--- src/rtl/bit_serial_alu.sv ---
// Bit-serial 32-bit ALU: samples operands, shifts them LSB-first through a 1-bit datapath, latches result.
// Optional signed/unsigned compare ops (sel 6/7) are enabled by defining SERIAL_ALU_SLT_EN.
module bit_serial_alu #(
  parameter int WIDTH = 32
) (
  input  logic             w_clk,
  input  logic             w_rst,
  input  logic [3:0]       w_sel,
  input  logic [WIDTH-1:0] w_rrs,
  input  logic [WIDTH-1:0] w_rrt,
  output logic [WIDTH-1:0] w_rslt
);

  localparam int CW = $clog2(WIDTH) + 1;

  typedef enum logic [1:0] {
    LOAD,
    SHIFT,
    DONE
  } state_t;

  state_t         state, state_nxt;
  logic [WIDTH-1:0] reg_a, reg_b;
  logic [3:0]     op;
  logic           carry;
  logic [CW-1:0]  cnt;
`ifdef SERIAL_ALU_SLT_EN
  logic           a_sign, b_sign;
`endif

  logic           b_bit, r_bit, carry_nxt, add_type;
  logic [WIDTH-1:0] done_val;

  // Subtract-style ops feed B inverted with an initial carry of 1 (two's complement).
  function automatic logic is_sub(input logic [3:0] sel);
    return (sel == 4'd5) || (sel == 4'd6) || (sel == 4'd7);
  endfunction

  always_comb begin
    state_nxt = state;
    b_bit     = reg_b[0] ^ is_sub(op);
    carry_nxt = (reg_a[0] & b_bit) | (reg_a[0] & carry) | (b_bit & carry);
    add_type  = (op >= 4'd4) && (op <= 4'd7);
    r_bit     = 1'b0;
    done_val  = reg_a;

    case (op)
      4'd0: r_bit = reg_a[0] & b_bit;
      4'd1: r_bit = reg_a[0] | b_bit;
      4'd2: r_bit = reg_a[0] ^ b_bit;
      4'd3: r_bit = ~(reg_a[0] | b_bit);
      4'd4, 4'd5: r_bit = reg_a[0] ^ b_bit ^ carry;
`ifdef SERIAL_ALU_SLT_EN
      4'd6, 4'd7: r_bit = reg_a[0] ^ b_bit ^ carry;
`endif
      default: r_bit = 1'b0;
    endcase

`ifdef SERIAL_ALU_SLT_EN
    // Differing signs decide directly; otherwise the difference's sign bit does.
    if (op == 4'd6)
      done_val = {{(WIDTH-1){1'b0}}, (a_sign ^ b_sign) ? a_sign : reg_a[WIDTH-1]};
    else if (op == 4'd7)
      done_val = {{(WIDTH-1){1'b0}}, ~carry};
`endif

    case (state)
      LOAD:    state_nxt = SHIFT;
      SHIFT:   if (cnt == CW'(WIDTH - 1)) state_nxt = DONE;
      DONE:    state_nxt = LOAD;
      default: state_nxt = LOAD;
    endcase
  end

  always_ff @(posedge w_clk or negedge w_rst) begin
    if (!w_rst) state <= LOAD;
    else        state <= state_nxt;
  end

  always_ff @(posedge w_clk or negedge w_rst) begin
    if (!w_rst) begin
      reg_a  <= '0;
      reg_b  <= '0;
      op     <= '0;
      carry  <= 1'b0;
      cnt    <= '0;
      w_rslt <= '0;
`ifdef SERIAL_ALU_SLT_EN
      a_sign <= 1'b0;
      b_sign <= 1'b0;
`endif
    end else begin
      case (state)
        LOAD: begin
          reg_a <= w_rrs;
          reg_b <= w_rrt;
          op    <= w_sel;
          carry <= is_sub(w_sel);
          cnt   <= '0;
`ifdef SERIAL_ALU_SLT_EN
          a_sign <= w_rrs[WIDTH-1];
          b_sign <= w_rrt[WIDTH-1];
`endif
        end
        SHIFT: begin
          reg_a <= {r_bit, reg_a[WIDTH-1:1]};
          reg_b <= {1'b0, reg_b[WIDTH-1:1]};
          cnt   <= cnt + 1'b1;
          if (add_type) carry <= carry_nxt;
        end
        DONE: w_rslt <= done_val;
        default: ;
      endcase
    end
  end

endmodule

--- config.mk ---
export PLATFORM = sky130hd
export DESIGN_NAME = bit_serial_alu
export DESIGN_NICKNAME = d
export VERILOG_FILES = /design/src/rtl/bit_serial_alu.sv
export SDC_FILE = /design/constraint.sdc
export NUM_CORES = 1
export LEC_CHECK = 0
export CELL_PAD_IN_SITES_DETAIL_PLACEMENT = 0
export CELL_PAD_IN_SITES_GLOBAL_PLACEMENT = 2
export CORE_ASPECT_RATIO = 1.1
export CORE_MARGIN = 2
export CORE_UTILIZATION = 37
export CTS_BUF_LIST = sky130_fd_sc_hd__clkbuf_4
export DETAILED_ROUTE_END_ITERATION = 8
export PLACE_DENSITY_LB_ADDON = 0.1
export RECOVER_POWER = 25
export SYNTH_ARGS = -nofsm -noshare
export SYNTH_HDL_FRONTEND = slang
export SYNTH_SLANG_ARGS = --single-unit
--- constraint.sdc ---
create_clock -name w_clk -period 4.6 [get_ports w_clk]
set_input_delay 1.15 -clock w_clk [delete_from_list [all_inputs] [get_ports w_clk]]
set_output_delay 1.15 -clock w_clk [all_outputs]
set_load 0.1 [all_outputs]
Word-level counts from Yosys, hierarchy flattened:

Cells that the tools add are included.

* flip-flop bits (word level): 109
* input port bits: 70
* word-level logic and storage cells: 53
* output and inout bits: 32

* reduce and logical (&&, ||, !) cells: 10
* order comparisons: 2
* eq/ne operators: 15
* bitwise gates (word level): 10
* muxes and demuxes: 8
* add/subtract/negate cells: 1

Operator list (count)
* one-hot mux 32 bit (2 select lines): 2
* == test 4 x 3 -> 1 bit (second input constant): 7
* one-hot mux 6 bit (2 select lines): 1
* == test 4 x 2 -> 1 bit (second input constant): 2
* adder 6 x 1 -> 6 bit (second input constant): 1
* == test 6 x 5 -> 1 bit (second input constant): 1
* one-hot mux 1 bit (5 select lines): 1
* == test 4 x 1 -> 1 bit (second input constant): 1
* >= comparator 4 x 3 -> 1 bit (second input constant): 1
* less-or-equal comparator 4 x 3 -> 1 bit (second input constant): 1
* zero test 4 bit: 1
* logical OR 1 bit: 4
* inequality test 2 bit (second input constant): 2
* one-hot mux 2 bit (2 select lines): 1
* AND 1 bit: 3
* bitwise OR 1 bit: 3
* bitwise XOR 1 bit: 3
* == test 2 x 1 -> 1 bit (second input constant): 1
* == test 2 bit (second input constant): 1
* zero test 2 bit: 1
* 2-to-1 mux 2 bit: 1
* one-hot mux 1 bit (2 select lines): 1
* AND reduction 2 bit: 1
* nonzero test 2 bit: 1
* 4 further kinds: 4

Logic depth before layout (Yosys ltp):

Gate-level depths: netlist of run 1.

* word-level depth: 9
* depth in mapped cells: 8
* mapped depth without buffers: 8

Worst setup path after synthesis of run 1:

No wires, ideal clock.

* path type: register to output
* start: register w_rslt[0]
* end: output port w_rslt[0]
* data arrival time: 0.897 ns
* stages on the path, launching flop included: 1
* data required time: 3.450 ns
* buffers on the path: 0
* path slack: 2.553 ns
* cell sequence: dfrtp_1

RTL lines
* start, declared: RTL line 11 `output logic [WIDTH-1:0] w_rslt`
* start signal, assigned: RTL line 111 `DONE: w_rslt <= done_val;`

No word-level cell between the ends.

Worst setup path in the final report of run 1:

* start: register w_rslt[2]
* end: output port w_rslt[2]

No word-level cell between the ends.

==> results of run 1 <==
## flip-flops by register name (all words and copies together) (netlist names)
register,count
cnt,6
op,4
reg_b,32
done_val,32
w_rslt,32
state,2
carry,1
## through the flow
step	util	std cells	worst slack [ns]	power [mW]	area, µm²
6_report	0.473	662	1.44	1.90	6010
3_5_place_dp	0.464	647	1.94	1.46	5890
5_1_grt	0.473	662	1.20	1.99	6010
4_1_cts	0.473	662	1.40	1.93	6010
3_3_place_gp	0.464	647	1.95	1.45	5890
2_1_floorplan	-	412	2.55	1.30	4830
## cell families after synthesis
kind of cell,after synthesis
buffers and inverters,29
XOR/XNOR,3
flip-flops,109
AO/OA/AOI/OAI,83
multiplexers,97
adder cells (fa/ha/maj),2
AND/OR/NAND/NOR,89
## worst reg2reg max path, delay by kind of cell (launching register included)
| family | cells | cell delay (ns) |
|---|---|---|
| DFF | 1 | 1.87 |
| muxes | 1 | 0.40 |
| and+or+nand+nor | 1 | 0.74 |
## where the power goes
part / switching [mW] / total (mW) / internal (mW)
registers: 0.0343 / 1.05 / 1.01
clock network: 0.296 / 0.467 / 0.171
logic: 0.251 / 0.384 / 0.133
total: 0.581 / 1.90 / 1.32
## metal layers
metal / global-route usage / part of all wire / vias to the layer above
met1: 0.191 / 0.45 / 1565
met4: 0.0640 / 0.016 / 0
li1: - / - / 1607
met2: 0.235 / 0.48 / 71
met5: 0 / 0 / -
met3: 0.0258 / 0.049 / 10
## Yosys cell counts, types with 2 or more instances
library cell / count / area share
dfrtp_1: 109 / 0.57
o21ai_0: 69 / 0.072
nand2_1: 68 / 0.053
mux2i_1: 62 / 0.13
mux2_2: 34 / 0.079
buf_2: 9 / 0.0093
buf_6: 7 / 0.016
clkbuf_1: 7 / 0.0054
nor2_1: 6 / 0.0047
buf_4: 4 / 0.0062
nand2b_1: 4 / 0.0052
nor3_1: 3 / 0.0031
a21oi_1: 2 / 0.0021
a22o_1: 2 / 0.0036
ha_1: 2 / 0.0052
inv_1: 2 / 0.0016
o21a_1: 2 / 0.0031
xor2_1: 2 / 0.0036
## final timing paths
kind	startpoint	end	slack [ns]	cells past startpoint
min in group asynchronous	w_rst	done_val[9]	1.22	1
max reg2reg	state[0]	w_rslt[19]	1.48	2
max in group asynchronous	w_rst	state[1]	1.92	1
min reg2reg	op[3]	done_val[31]	0.49	1
min	op[3]	done_val[31]	0.49	1
max	w_rslt[2]	w_rslt[2]	1.44	1
## final cells by class
cell class	count	area, µm²
clock buffers	11	82.6
clock inverters	4	41.3
fillers	1229	6690
inverters	2	7.51
multi-input cells	274	1910
flip-flops and latches	109	2730
well taps	157	196
repair buffers	105	1040
## layout by cell type (no fill, tap or decap), types with 2 or more instances in the layout
cell             instances
a21oi_1                  2
a22o_1                   2
buf_4                    4
clkbuf_4                11
clkdlybuf4s50_1        100
clkinv_1                 3
dfrtp_1                108
ha_1                     2
inv_1                    2
mux2_2                  34
mux2i_1                 62
nand2_1                 68
nand2b_1                 4
nor2_1                   6
nor3_1                   3
o21a_1                   2
o21ai_0                 69
xor2_1                   2
==> flow_summary.yaml, run 1 <==
hold_path:
  hold_path_class: "reg2reg"
placed_design:
  port_buffers: 101
  dp_hpwl_um: 6340
  place.gp.congestion: 0.728
finish:
  drive_above_1_share: 0.109
  final_nets: 573
  syn2layout_area_growth_pct: 24.4
  diodes: 0
logic_synthesis:
  synth_xor_area_frac: 0.00544
  synth_cell_types: 36
  synth_compound_area_frac: 0.0933
  syn_area_per_cell_um2: 11.7
  synth_seq_area_share: 0.565
  synth_top_flop_cell: "dfrtp_1"
  synth-edff-count: 0
  syn_inst: 412
  synth_mux_area_frac: 0.210
  synth_top_family_by_area: "multiplexers"
  synth_area_um2: 4830
  ys_warn_count: 0
  syn_nets: 484
  synth_adder_area_share: 0.00519
  yosys.area_share.simple: 0.0817
  synth-seq-cells: 109
  async_flop_share: 1.00
clock_tree:
  cts_inserted_buffers: 9
  clock_latency_ns: 0.46
  htreeDepth: 3
  ctsHoldBuffers: 0
  ctsResizeCount: 0
  postCtsSetupBuffers: 0
  clock_tree.root_cell: "clkbuf_4"
  clk_pin_slew_ns: 0.16
  clk_path_buf_depth: 2
  cts_tree: "done"
  cts.sinks: 109
timing:
  hold_ws_ns: 0.495
  tns_ns: 0
  finClkSkew_ns: 0.0220
  maxSlewViolCount: 126
  maxSlewHeadroom: -0.488
  tightestPinTransition_ns: 2.23
  period_needed_ns: 3.16
  setup_viol: 0
  max_freq_mhz: 317
  hold_viol: 0
  rsz0062_at_grt: "false"
  period_share: 0.686
setup_path:
  worstSetupPathType: "reg2out"
  end_kind: "output port"
  cp_top_family: "buffers and inverters"
  crit_arrival_ns: 2.01
  critical_path_buf_inv_count: 1
  crit_path_start_kind: "flop"
  critPathRequiredTime_ns: 3.45
  slowest_delay_ns: 1.14
  crit_fanout: 2
  crit_chain: "clkdlybuf4s50_1"
  slowest_stage: "clkdlybuf4s50_1"
run_status:
  status: "complete, but fails checks"
  violations: "design-rule violations, max-capacitance violations, max-slew violations"
grt:
  grt_pass1_wl_um: 16000
  grt_use_total: 0.144
  grt_pass1_vias: 3154
  gr-total-overflow: 0
  grt_start_max_net_pins: 81
  antenna_found_initial: 0
die:
  rows: 43
  die_area_um2: 14000
  ios: 102
  core-area_um2: 12700
  die-height_um: 124
  initial_utilization: 0.380
  die_w_um: 113
drt:
  dr_total_vias: 3253
  ant_nets: 0
  drt_iter0_drc: 155
  first_pass_iters: 7
  totalWireLength_um: 9460
  detail_route.wl_per_cell_um: 14.3
  vias_per_cell: 4.91
  drc: 7
power:
  leakagePower_nw: 2.90
  power_density_nw_per_um2: 316
  irDropWorstVdd_v: 0.000133
flow_run:
  cap_violations: 2
(Power assumes the default switching activity.)
==> run 2: changes to the inputs <==
--- a/config.mk
+++ b/config.mk
@@ -9,7 +9,7 @@
 export CELL_PAD_IN_SITES_GLOBAL_PLACEMENT = 2
 export CORE_ASPECT_RATIO = 1.1
 export CORE_MARGIN = 2
-export CORE_UTILIZATION = 37
+export CORE_UTILIZATION = 31
 export CTS_BUF_LIST = sky130_fd_sc_hd__clkbuf_4
 export DETAILED_ROUTE_END_ITERATION = 8
 export PLACE_DENSITY_LB_ADDON = 0.1
==> constraint.sdc (replaced) <==
create_clock -name w_clk -period 2.9 [get_ports w_clk]
set_input_delay 0.725 -clock w_clk [delete_from_list [all_inputs] [get_ports w_clk]]
set_output_delay 0.725 -clock w_clk [all_outputs]
set_load 0.1 [all_outputs]
==> run 2 against run 1 <==
Critical path type unchanged; global-route usage shrank 1.5 points; routed wire length increased by 7.8%; combinational power is 56% higher; worst setup slack worse by 0.47 ns; clock skew is 0.0081 ns lower; power increased by 65%; register-to-register slack got worse by 0.50 ns; clock-buffer cell count decreased by 1; utilization fell by 7.4 points; largest power group unchanged; non-clock buffer count is 2 higher; the run now ends clean; via count increased by 0.34%.
==> flow_summary.yaml, run 2 (synthesis results as in run 1) <==
run_status:
  status: "completed"
clock_tree:
  htreeDepth: 3
  clock_tree.root_cell: "clkbuf_4"
  clk_pin_slew_ns: 0.17
  cts.sinks: 109
  clk_path_buf_depth: 2
  ctsResizeCount: 0
  clock_latency_ns: 0.47
  ctsHoldBuffers: 0
  postCtsSetupBuffers: 0
  cts_tree: "done"
  cts_inserted_buffers: 9
drt:
  met3WireLength_um: 473
  first_pass_iters: 4
  top_layer: "met4"
  totalWireLength_um: 10200
  drt_iter0_drc: 164
  drc: 0
  ant_nets: 0
  dr_total_vias: 3264
  wl_met2_um: 4940
  detail_route.wl_per_cell_um: 14.5
  met1_length_um: 4610
  vias_per_cell: 4.64
timing:
  tns_ns: 0
  tightestPinTransition_ns: 1.07
  hold_viol: 0
  maxSlewViolCount: 0
  finClkSkew_ns: 0.0140
  hold_ws_ns: 0.169
  period_share: 0.665
  maxSlewHeadroom: 0.288
  max_freq_mhz: 518
  period_needed_ns: 1.93
  rsz0062_at_grt: "false"
  setup_viol: 0
placed_design:
  port_buffers: 101
  dp_hpwl_um: 6820
  place.gp.congestion: 0.723
finish:
  final_nets: 575
  layout_commonest_cell: "dfrtp_1"
  syn2layout_area_growth_pct: 24.9
  drive_above_1_share: 0.181
  diodes: 0
  final_cell_mix: "dfrtp_1, o21ai_0, nand2_1, clkdlybuf4s50_1, mux2i_1"
die:
  die_area_um2: 16600
  die-height_um: 135
  ios: 102
  initial_utilization: 0.319
  rows: 47
  die_w_um: 123
  core-area_um2: 15100
power:
  leakagePower_nw: 2.98
  power_mw: 3.13
  irDropWorstVdd_v: 0.000173
  power_density_nw_per_um2: 520
setup_path:
  crit_path_start_kind: "flop"
  crit_arrival_ns: 1.20
  critical_path_buf_inv_count: 1
  slowest_stage: "dfrtp_1"
  critPathRequiredTime_ns: 2.17
  slowest_delay_ns: 0.42
  cp_top_family: "flip-flops"
  end_kind: "output port"
  crit_chain: "buf_4"
  worstSetupPathType: "reg2out"
  crit_fanout: 2
grt:
  antenna_found_initial: 0
  gr-total-overflow: 0
  grt_pass1_vias: 3260
  grt_use_total: 0.130
  grt_start_max_net_pins: 79
  grt_pass1_wl_um: 16600
hold_path:
  hold_path_class: "in2async"
flow_run:
  cap_violations: 0
-- run 2: cell type report --
class | count | area [µm²]
Multi-Input combinational cell | 274 | 1910
Clock inverter | 6 | 86.3
Inverter | 2 | 7.51
Sequential cell | 109 | 2740
Clock buffer | 10 | 75.1
Tap cell | 196 | 245
Timing Repair Buffer | 107 | 967
Fill cell | 1536 | 9090
-- run 2: per-stage QoR --
stage | utilization | area, µm² | instances | setup slack, ns
after global routing | 0.399 | 6030 | 704 | 0.778
after CTS | 0.400 | 6050 | 704 | 0.915
after global placement | 0.389 | 5880 | 688 | 0.978
after floorplan | - | 4830 | 412 | 1.15
final | 0.399 | 6030 | 704 | 0.971
after detailed placement | 0.389 | 5880 | 688 | 0.978
-- run 2: final timing paths --
| check | slack (ns) | from | cells after the start | end |
|---|---|---|---|---|
| setup / recovery | 0.97 | w_rslt[26] | 1 | w_rslt[26] |
| hold / removal | 0.17 | w_rst | 1 | done_val[9] |
| setup reg to reg | 0.98 | op[3] | 8 | done_val[31] |
| hold reg to reg | 0.47 | op[3] | 1 | done_val[31] |
| max in group asynchronous | 1.33 | w_rst | 2 | w_rslt[28] |
| min in group w_clk | 0.47 | op[3] | 1 | done_val[31] |
-- run 2: power by group --
group / leakage [nW] / total, mW / switching, mW / internal [mW]
registers: 1.38 / 1.67 / 0.0584 / 1.61
clock network: 0.0884 / 0.870 / 0.510 / 0.361
logic: 1.52 / 0.598 / 0.401 / 0.197
-- run 2: metal layers --
| metal | GRT usage | up-vias |
|---|---|---|
| met4 | 0.0594 | 0 |
| met3 | 0.0296 | 13 |
| li1 | - | 1614 |
| met5 | 0 | - |
| met1 | 0.169 | 1565 |
| met2 | 0.204 | 72 |
